## src/rtl/uart_frame_pkg.sv

```systemverilog
// Shared definitions for the UART command framer: command word layout,
// FSM state encodings and the saturating error-count helper.
package uart_frame_pkg;

    localparam int VALID_BIT = 15;
    localparam int SEL_BIT   = 14;
    localparam int DATA_MSB  = 13;
    localparam int DATA_LSB  = 6;
    localparam int ADDR_MSB  = 5;
    localparam int ADDR_LSB  = 1;
    localparam int WR_BIT    = 0;

    typedef enum logic {
        R_IDLE,
        R_HI
    } rx_state_e;

    typedef enum logic [2:0] {
        T_IDLE,
        T_HI,
        T_WAIT_HI,
        T_LO,
        T_WAIT_LO
    } tx_state_e;

    function automatic logic [7:0] sat_inc(input logic [7:0] v);
        return (v == 8'hFF) ? v : v + 8'd1;
    endfunction

endpackage

```

## src/rtl/uart_rsp_serializer.sv

```systemverilog
// Return path: holds one 16-bit response and hands it to the UART
// transmitter as two bytes, high byte first.
module uart_rsp_serializer
    import uart_frame_pkg::*;
(
    input  logic        hclk,
    input  logic        hreset,
    input  logic [15:0] rsp_word,
    input  logic        rsp_valid,
    output logic        rsp_ready,
    output logic [7:0]  tx_byte,
    output logic        tx_start,
    input  logic        tx_idle,
    input  logic        tx_done
);

    tx_state_e   state_q;
    logic [15:0] hold_q;
    logic [7:0]  tx_byte_q;
    logic        tx_start_q;

    always_ff @(posedge hclk) begin
        if (hreset) begin
            state_q    <= T_IDLE;
            hold_q     <= 16'h0000;
            tx_byte_q  <= 8'h00;
            tx_start_q <= 1'b0;
        end else begin
            tx_start_q <= 1'b0;
            case (state_q)
                T_IDLE: if (rsp_valid) begin
                    hold_q  <= rsp_word;
                    state_q <= T_HI;
                end
                T_HI: if (tx_idle) begin
                    tx_byte_q  <= hold_q[15:8];
                    tx_start_q <= 1'b1;
                    state_q    <= T_WAIT_HI;
                end
                T_WAIT_HI: if (tx_done) state_q <= T_LO;
                T_LO: if (tx_idle) begin
                    tx_byte_q  <= hold_q[7:0];
                    tx_start_q <= 1'b1;
                    state_q    <= T_WAIT_LO;
                end
                T_WAIT_LO: if (tx_done) state_q <= T_IDLE;
                default: state_q <= T_IDLE;
            endcase
        end
    end

    // Ready is a pure state decode, so it carries no path from any input.
    assign rsp_ready = (state_q == T_IDLE);
    assign tx_byte   = tx_byte_q;
    assign tx_start  = tx_start_q;

endmodule

```

## src/rtl/uart_cmd_framer.sv

```systemverilog
// Byte framing between the UART and the AHB bridge: two-byte command
// assembly with inter-byte timeout, two-byte response serialisation.
module uart_cmd_framer
    import uart_frame_pkg::*;
#(
    parameter int TIMEOUT_CYCLES = 50000,
    parameter int TO_W           = 16
) (
    input  logic        hclk,
    input  logic        hreset,
    input  logic [7:0]  rx_byte,
    input  logic        rx_byte_valid,
    output logic [15:0] cmd_word,
    output logic        cmd_strobe,
    input  logic [15:0] rsp_word,
    input  logic        rsp_valid,
    output logic        rsp_ready,
    output logic [7:0]  tx_byte,
    output logic        tx_start,
    input  logic        tx_idle,
    input  logic        tx_done,
    output logic [7:0]  err_cnt
);

    localparam logic [TO_W-1:0] TO_LAST = TO_W'(TIMEOUT_CYCLES - 1);

    rx_state_e       rx_state_q;
    logic [7:0]      hi_q;
    logic [TO_W-1:0] to_q;
    logic [15:0]     cmd_word_q, cmd_word_d;
    logic            cmd_strobe_q;
    logic [7:0]      err_q;

    always_comb begin
        cmd_word_d                    = 16'h0000;
        cmd_word_d[VALID_BIT]         = hi_q[7];
        cmd_word_d[SEL_BIT]           = hi_q[6];
        cmd_word_d[DATA_MSB:DATA_LSB] = {hi_q[5:0], rx_byte[7:6]};
        cmd_word_d[ADDR_MSB:ADDR_LSB] = rx_byte[5:1];
        cmd_word_d[WR_BIT]            = rx_byte[0];
    end

    always_ff @(posedge hclk) begin
        if (hreset) begin
            rx_state_q   <= R_IDLE;
            hi_q         <= 8'h00;
            to_q         <= '0;
            cmd_word_q   <= 16'h0000;
            cmd_strobe_q <= 1'b0;
            err_q        <= 8'h00;
        end else begin
            cmd_strobe_q <= 1'b0;
            case (rx_state_q)
                R_IDLE: if (rx_byte_valid) begin
                    if (rx_byte[7]) begin
                        hi_q       <= rx_byte;
                        to_q       <= '0;
                        rx_state_q <= R_HI;
                    end else begin
                        err_q <= sat_inc(err_q);
                    end
                end
                R_HI: begin
                    // A low byte wins over a timeout expiring in the same cycle.
                    if (rx_byte_valid) begin
                        cmd_word_q   <= cmd_word_d;
                        cmd_strobe_q <= 1'b1;
                        rx_state_q   <= R_IDLE;
                    end else if (to_q == TO_LAST) begin
                        err_q      <= sat_inc(err_q);
                        rx_state_q <= R_IDLE;
                    end else begin
                        to_q <= to_q + TO_W'(1);
                    end
                end
                default: rx_state_q <= R_IDLE;
            endcase
        end
    end

    assign cmd_word   = cmd_word_q;
    assign cmd_strobe = cmd_strobe_q;
    assign err_cnt    = err_q;

    uart_rsp_serializer u_rsp (
        .hclk      (hclk),
        .hreset    (hreset),
        .rsp_word  (rsp_word),
        .rsp_valid (rsp_valid),
        .rsp_ready (rsp_ready),
        .tx_byte   (tx_byte),
        .tx_start  (tx_start),
        .tx_idle   (tx_idle),
        .tx_done   (tx_done)
    );

endmodule
```

## config.mk

```make
export PLATFORM = sky130hd
export DESIGN_NAME = uart_cmd_framer
export DESIGN_NICKNAME = d
export VERILOG_FILES = /design/src/rtl/uart_frame_pkg.sv /design/src/rtl/uart_rsp_serializer.sv /design/src/rtl/uart_cmd_framer.sv
export SDC_FILE = /design/constraint.sdc
export NUM_CORES = 1
export LEC_CHECK = 0
export CAP_MARGIN = 5
export CORE_ASPECT_RATIO = 0.5
export CORE_UTILIZATION = 42
export DETAILED_ROUTE_END_ITERATION = 12
export GPL_TIMING_DRIVEN = 0
export PLACE_DENSITY_LB_ADDON = 0.3
export SLEW_MARGIN = 20
export SYNTH_ARGS = -nofsm -noshare
export SYNTH_HDL_FRONTEND = slang
export SYNTH_HIERARCHICAL = 1
export SYNTH_SLANG_ARGS = --single-unit
```

## constraint.sdc

```tcl
create_clock -name hclk -period 3.69 [get_ports hclk]
set_input_delay 0.738 -clock hclk [delete_from_list [all_inputs] [get_ports hclk]]
set_output_delay 0.738 -clock hclk [all_outputs]
set_load 0.01 [all_outputs]
```

==> results of run 1 <==
[power by group through the flow]
| stage | combinational [mW] | clock [mW] | sequential [mW] |
|---|---|---|---|
| 6_report | 0.209 | 1.00 | 0.894 |
| 5_1_grt | 0.232 | 1.06 | 0.897 |
| 4_1_cts | 0.211 | 1.02 | 0.893 |
| 3_5_place_dp | 0.209 | 0 | 0.912 |
| 3_3_place_gp | 0.207 | 0 | 0.911 |
| 2_1_floorplan | 0.114 | 0 | 0.913 |
[path summary, 6_finish.rpt]
path	depth (start not counted)	to	slack (ns)
max	5	to_q[9]	1.39
min	2	cmd_word[13]	0.45
max reg2reg	7	to_q[9]	1.55
min reg2reg	2	cmd_word[13]	0.45
[cells in the mapped netlist (4+ instances only)]
cell type / n / area, um^2
nand2_1: 98 / 368
dfxtp_1: 78 / 1560
a21oi_1: 52 / 260
nor2_1: 20 / 75.1
a211oi_1: 9 / 67.6
clkbuf_1: 9 / 33.8
mux2i_1: 9 / 90.1
nand3_1: 9 / 45.0
nor3_1: 8 / 40.0
buf_2: 6 / 30.0
nand4_1: 6 / 37.5
o21ai_0: 6 / 30.0
a31oi_1: 5 / 31.3
and2_1: 5 / 31.3
buf_6: 5 / 56.3
o41ai_1: 5 / 43.8
a311oi_1: 4 / 35.0
and3_1: 4 / 25.0
nor2b_1: 4 / 25.0
o311ai_0: 4 / 35.0
[worst max-delay path, delay by kind of cell]
family          cells  cell delay (ns)
simple gates        1             0.29
buf+inv             1             0.51
compound gates      3             0.99
[kinds of logic (layout without fill, tap and decap cells)]
group,after synthesis,in the layout,share of synthesized area [%]
AOI/OAI and AO/OA,93,93,17.0
xor gates and xnor gates,1,1,0.261
adders and majority gates,2,2,0.746
buffers and inverters,27,107,4.81
DFF,78,78,46.5
muxes,12,12,3.69
and+or+nand+nor,182,182,26.9
[per-layer routing]
metal  vias to the layer above  track usage, %
met2                        53            32.3
li1                       1550               -
met1                      1429            25.5
met4                         0            4.56
met5                         -               0
met3                         7            7.41
[registers in the layout (all words and copies together), names as in the netlist]
name	count
to_q	16
err_cnt	8
cmd_strobe	1
hi_q	8
u_rsp/hold_q	16
cmd_word	16
u_rsp/state_q	3
rx_state_q	1
u_rsp/tx_start	1
u_rsp/tx_byte	8
[cell type report]
cell class	count	area (um^2)
multi-input combinational	290	1630
clock inverter	6	110
buffer	25	154
inverter	2	7.51
clock buffer	10	229
tap	108	135
timing repair buffer	64	641
fill	682	3050
sequential	78	1560
[stage by stage]
stage | hold WS [ns] | util (%) | std cells | area (um^2)
after global placement | 0.439 | 55.0 | 567 | 4130
after global routing | 0.475 | 59.5 | 583 | 4470
after floorplan | 0.427 | - | 395 | 3350
after CTS | 0.455 | 59.5 | 583 | 4470
final | 0.450 | 59.5 | 583 | 4470
after detailed placement | 0.445 | 55.0 | 567 | 4130
==> results.toml, run 1 <==
[setup_path]
worstPathRequired_ns = 3.92
cp-end-kind = "flop"
start_kind = "input port"
slowest_delay_ns = 0.59
arrival_ns = 2.53
startpoint = "rx_byte_valid"
crit_type = "in2reg"
cp_max_fo = 7
reg2reg_from = "to_q[0]"
path_cells = "clkdlybuf4s50_1 -> nand2b_1 -> o21ai_0 -> a21boi_0 -> o21a_1"
crit_slowest_cell = "o21ai_0"

[clock_tree]
cts_inserted_buffers = 9
cts_tree = "built"
cts_buffer_depth = 2
hold_buffers = 0
cts_root_buffer = "clkbuf_16"
cts_setup_buffers = 0
path_clk_slew_ns = 0.06
cts_resized = 0
worstSkewPairLatency_ns = 0.34
cts_sinks = 78
cts_htree_levels = 3

[placement]
dp_hpwl_um = 5470
gp_congestion = 0.873
io_buffer_count = 64
post-place-ws_ns = 0.983

[die]
start_util_pct = 44.6
core_um2 = 7510
die_x_um = 128
die_height_um = 65.2
io_pins = 65
num_rows = 22
die_area_um2 = 8370

[final_layout]
layout.nets = 502
syn2layout_area_growth_pct = 33.2
final_common_cell = "nand2_1"
drive_gt1_share_pct = 8.84
layout_common_cells = "98 x nand2_1, 78 x dfxtp_1, 64 x clkdlybuf4s50_1, 52 x a21oi_1, 20 x nor2_1"
diodes = 0

[pwr]
swShare_pct = 22.3
switching_power_mw = 0.470
total_power_mw = 2.11
pwr-share-clk_pct = 47.7
ir_worst_vdd_uv = 247
seq_power_share_pct = 42.4
p_int_mw = 1.64
combPwrFrac_pct = 9.9
powerDensity_nw_per_um2 = 471
p_leak_nw = 1.59

[worst_hold_path]
hold_path_class = "reg2reg"
min_from = "hi_q[5]"

[sta]
tightest_slew_ns = 0.668
drv_slew = 0
fin_crit_sh_pct = 62.4
max_slew_margin_pct = 55.0
setup_viol = 0
rsz0062_at_grt = "no"
finalHoldViolCount = 0
postLayoutSetupSlackWorst_ns = 1.39
setup-tns-final_ns = 0
fmax_mhz = 434
skew_ns = 0.00653
fin_crit_ns = 2.30

[route]
drt_pass1_iterations = 4
ant_nets = 0
drc = 0
post_drt_via_cell_ratio = 5.21
routed.top_layer = "met4"
vias = 3039
route.met2.wl_um = 3520
dr_wl_met3_um = 345
wire_per_inst_um = 13.2
routed_wl_um = 7690
met1Wirelength_um = 3770
drtIter0Drc = 133

[run_status]
status = "finished, final reports clean"

[grt]
grt_max_degree = 14
overflow = 0
grt_pass1_vias = 2724
grt_antenna_before_repair = 0
grt_usage_pct = 20.0
grt_pass1_wl_um = 12900

[synth]
synth_edf_count = 0
synth_seq_cells = 78
synthFlopType = "dfxtp_1"
yosys_warnings = 6
netlist-cell-type-count = 52
synth.avg_cell_area_um2 = 8.49
async_flop_share_pct = 0
syn_inst = 395
synth.cell_area_um2 = 3350
synthesis.nets = 427
yosysSeqAreaShare_pct = 46.5

[run]
cap_violations = 0
Power figures use the tool's default switching activity.
==> run 2, diff against run 1 <==
clock period = 2.2 ns   (was 3.69 ns; I/O delays follow)
==> results.toml, run 2 (same netlist as run 1, synthesis figures left out) <==
[final_layout]
diodes = 0
multi_input_area_um2 = 1630
layout.nets = 502
final_common_cell = "nand2_1"
seqCellArea_um2 = 1560
design_area_um2 = 4470
drive_gt1_share_pct = 8.84
syn2layout_area_growth_pct = 33.2
postLayoutCoreUtil_pct = 59.5
nFillCells = 682
layout_common_cells = "98 x nand2_1, 78 x dfxtp_1, 64 x clkdlybuf4s50_1, 52 x a21oi_1, 20 x nor2_1"

[setup_path]
arrival_ns = 2.33
path_cells = "ha_1 -> and3_1 -> and4_1 -> buf_6 -> a21oi_2 -> buf_6 -> or4_1 -> a21oi_1"
crit_family = "simple AND/OR/NAND/NOR gates"
slowest_delay_ns = 0.47
start_kind = "flop"
reg2reg_from = "to_q[0]"
cp_common_cell = "buf_6"
cp-end-kind = "flop"
crit_buf_inv = 2
crit_slowest_cell = "or4_1"
timing.rr.end = "err_cnt[6]"
rrSetupSlack_ns = 0.14
worstPathRequired_ns = 2.46
worstRegToRegCells = 8
cp_max_fo = 10
crit_type = "reg2reg"

[die]
die_height_um = 65.2
io_pins = 65
die_x_um = 128
num_rows = 22
core_um2 = 7510
die_area_um2 = 8370
start_util_pct = 44.6

[clock_tree]
hold_buffers = 0
worstSkewPairLatency_ns = 0.34
cts_htree_levels = 3
cts_setup_buffers = 0
cts_buffer_depth = 2
cts_tree = "built"
path_clk_slew_ns = 0.06
cts_root_buffer = "clkbuf_16"
cts_inserted_buffers = 9
cts_sinks = 78

[run_status]
status = "finished, final reports clean"

[grt]
grt_usage_pct = 20.0
met3_usage_pct = 7.41
overflow = 0
grtUsageMet2_pct = 32.3
grt_antenna_before_repair = 0
grt_pass1_wl_um = 12900
grt_max_degree = 14
grt_pass1_vias = 2724
use_met1_pct = 25.5
grt.busiest_layer = "met2"

[route]
drtIter0Drc = 130
vias = 3043
routed_wl_um = 7690
drt_pass1_iterations = 4
drc = 0
wire_per_inst_um = 13.2
ant_nets = 0
post_drt_via_cell_ratio = 5.22

[placement]
dp_hpwl_um = 5470
io_buffer_count = 64
dpl_cell_area_um2 = 4130
gp_congestion = 0.873

[worst_hold_path]
holdPathStages = 2
hold_path_class = "reg2reg"
min_to = "cmd_word[13]"
min_from = "hi_q[5]"

[sta]
tightest_slew_ns = 0.567
fin_crit_ns = 2.06
fmax_mhz = 485
max_slew_margin_pct = 62.2
rsz0062_at_grt = "no"
drv_slew = 0
fin_crit_sh_pct = 93.8
skew_ns = 0.00672
finalHoldViolCount = 0
setup_viol = 0

[pwr]
ir_worst_vdd_uv = 414
powerDensity_nw_per_um2 = 790
p_leak_nw = 1.59

[run]
cap_violations = 0
[run 2: cell types whose count changed in the layout (fill, tap and decap cells not counted)]
cell | previous run | this run
o21ai_0 | 6 | 5
o21ai_1 | 0 | 1
[run 2: per-stage QoR]
stage | setup slack [ns] | std cells | hold slack [ns] | power (mW) | TNS (ns)
after global placement | -0.125 | 567 | 0.439 | 1.88 | -0.554
final | 0.136 | 583 | 0.450 | 3.53 | 0
after global routing | 0.00437 | 583 | 0.475 | 3.68 | 0
after floorplan | 0.339 | 395 | 0.427 | 1.72 | 0
after CTS | 0.00713 | 583 | 0.455 | 3.57 | 0
after detailed placement | -0.209 | 567 | 0.445 | 1.88 | -0.749
[run 2: what timing repair did]
item	CTS	global route
setup endpoints to repair	0	1
resized for setup	0	1
hold endpoints to repair	0	0
[run 2: metal layers]
layer	share of wire (%)	wire, um
met1	49	3780
met4	0.74	57
met5	0	0
met3	4.3	332
met2	46	3520
[run 2: worst max path at each step]
stage	from	end	slack, ns	depth (start not counted)
2_1_floorplan	to_q[0]	err_cnt[6]	0.34	8
3_3_place_gp	rx_byte_valid	to_q[9]	-0.13	5
3_5_place_dp	rx_byte_valid	to_q[9]	-0.21	5
4_1_cts	to_q[0]	to_q[9]	0.007	7
5_1_grt	to_q[1]	err_cnt[6]	0.004	8
6_report	to_q[0]	err_cnt[6]	0.14	8
[run 2: where the power goes]
| part | total (mW) | switching (mW) | internal (mW) | leakage (nW) |
|---|---|---|---|---|
| clock | 1.68 | 0.576 | 1.11 | 0.159 |
| sequential | 1.50 | 0.0308 | 1.47 | 0.634 |
| combinational | 0.351 | 0.179 | 0.172 | 0.794 |
| total | 3.53 | 0.785 | 2.75 | 1.59 |
[run 2: layout make-up]
class                      count  share of cell area, %
clock buffer                  10                   5.12
clock inverter                 6                   2.46
multi-input combinational    290                   36.5
tap                          108                   3.02
sequential                    78                   34.9
buffer                        25                   3.44
timing repair buffer          64                   14.3
inverter                       2                  0.168
[run 2: worst min-delay path: cells and delay by family (launching register included)]
family	cells	cell delay, ns
compound gates	1	0.05
simple gates	1	0.05
flops	1	0.31
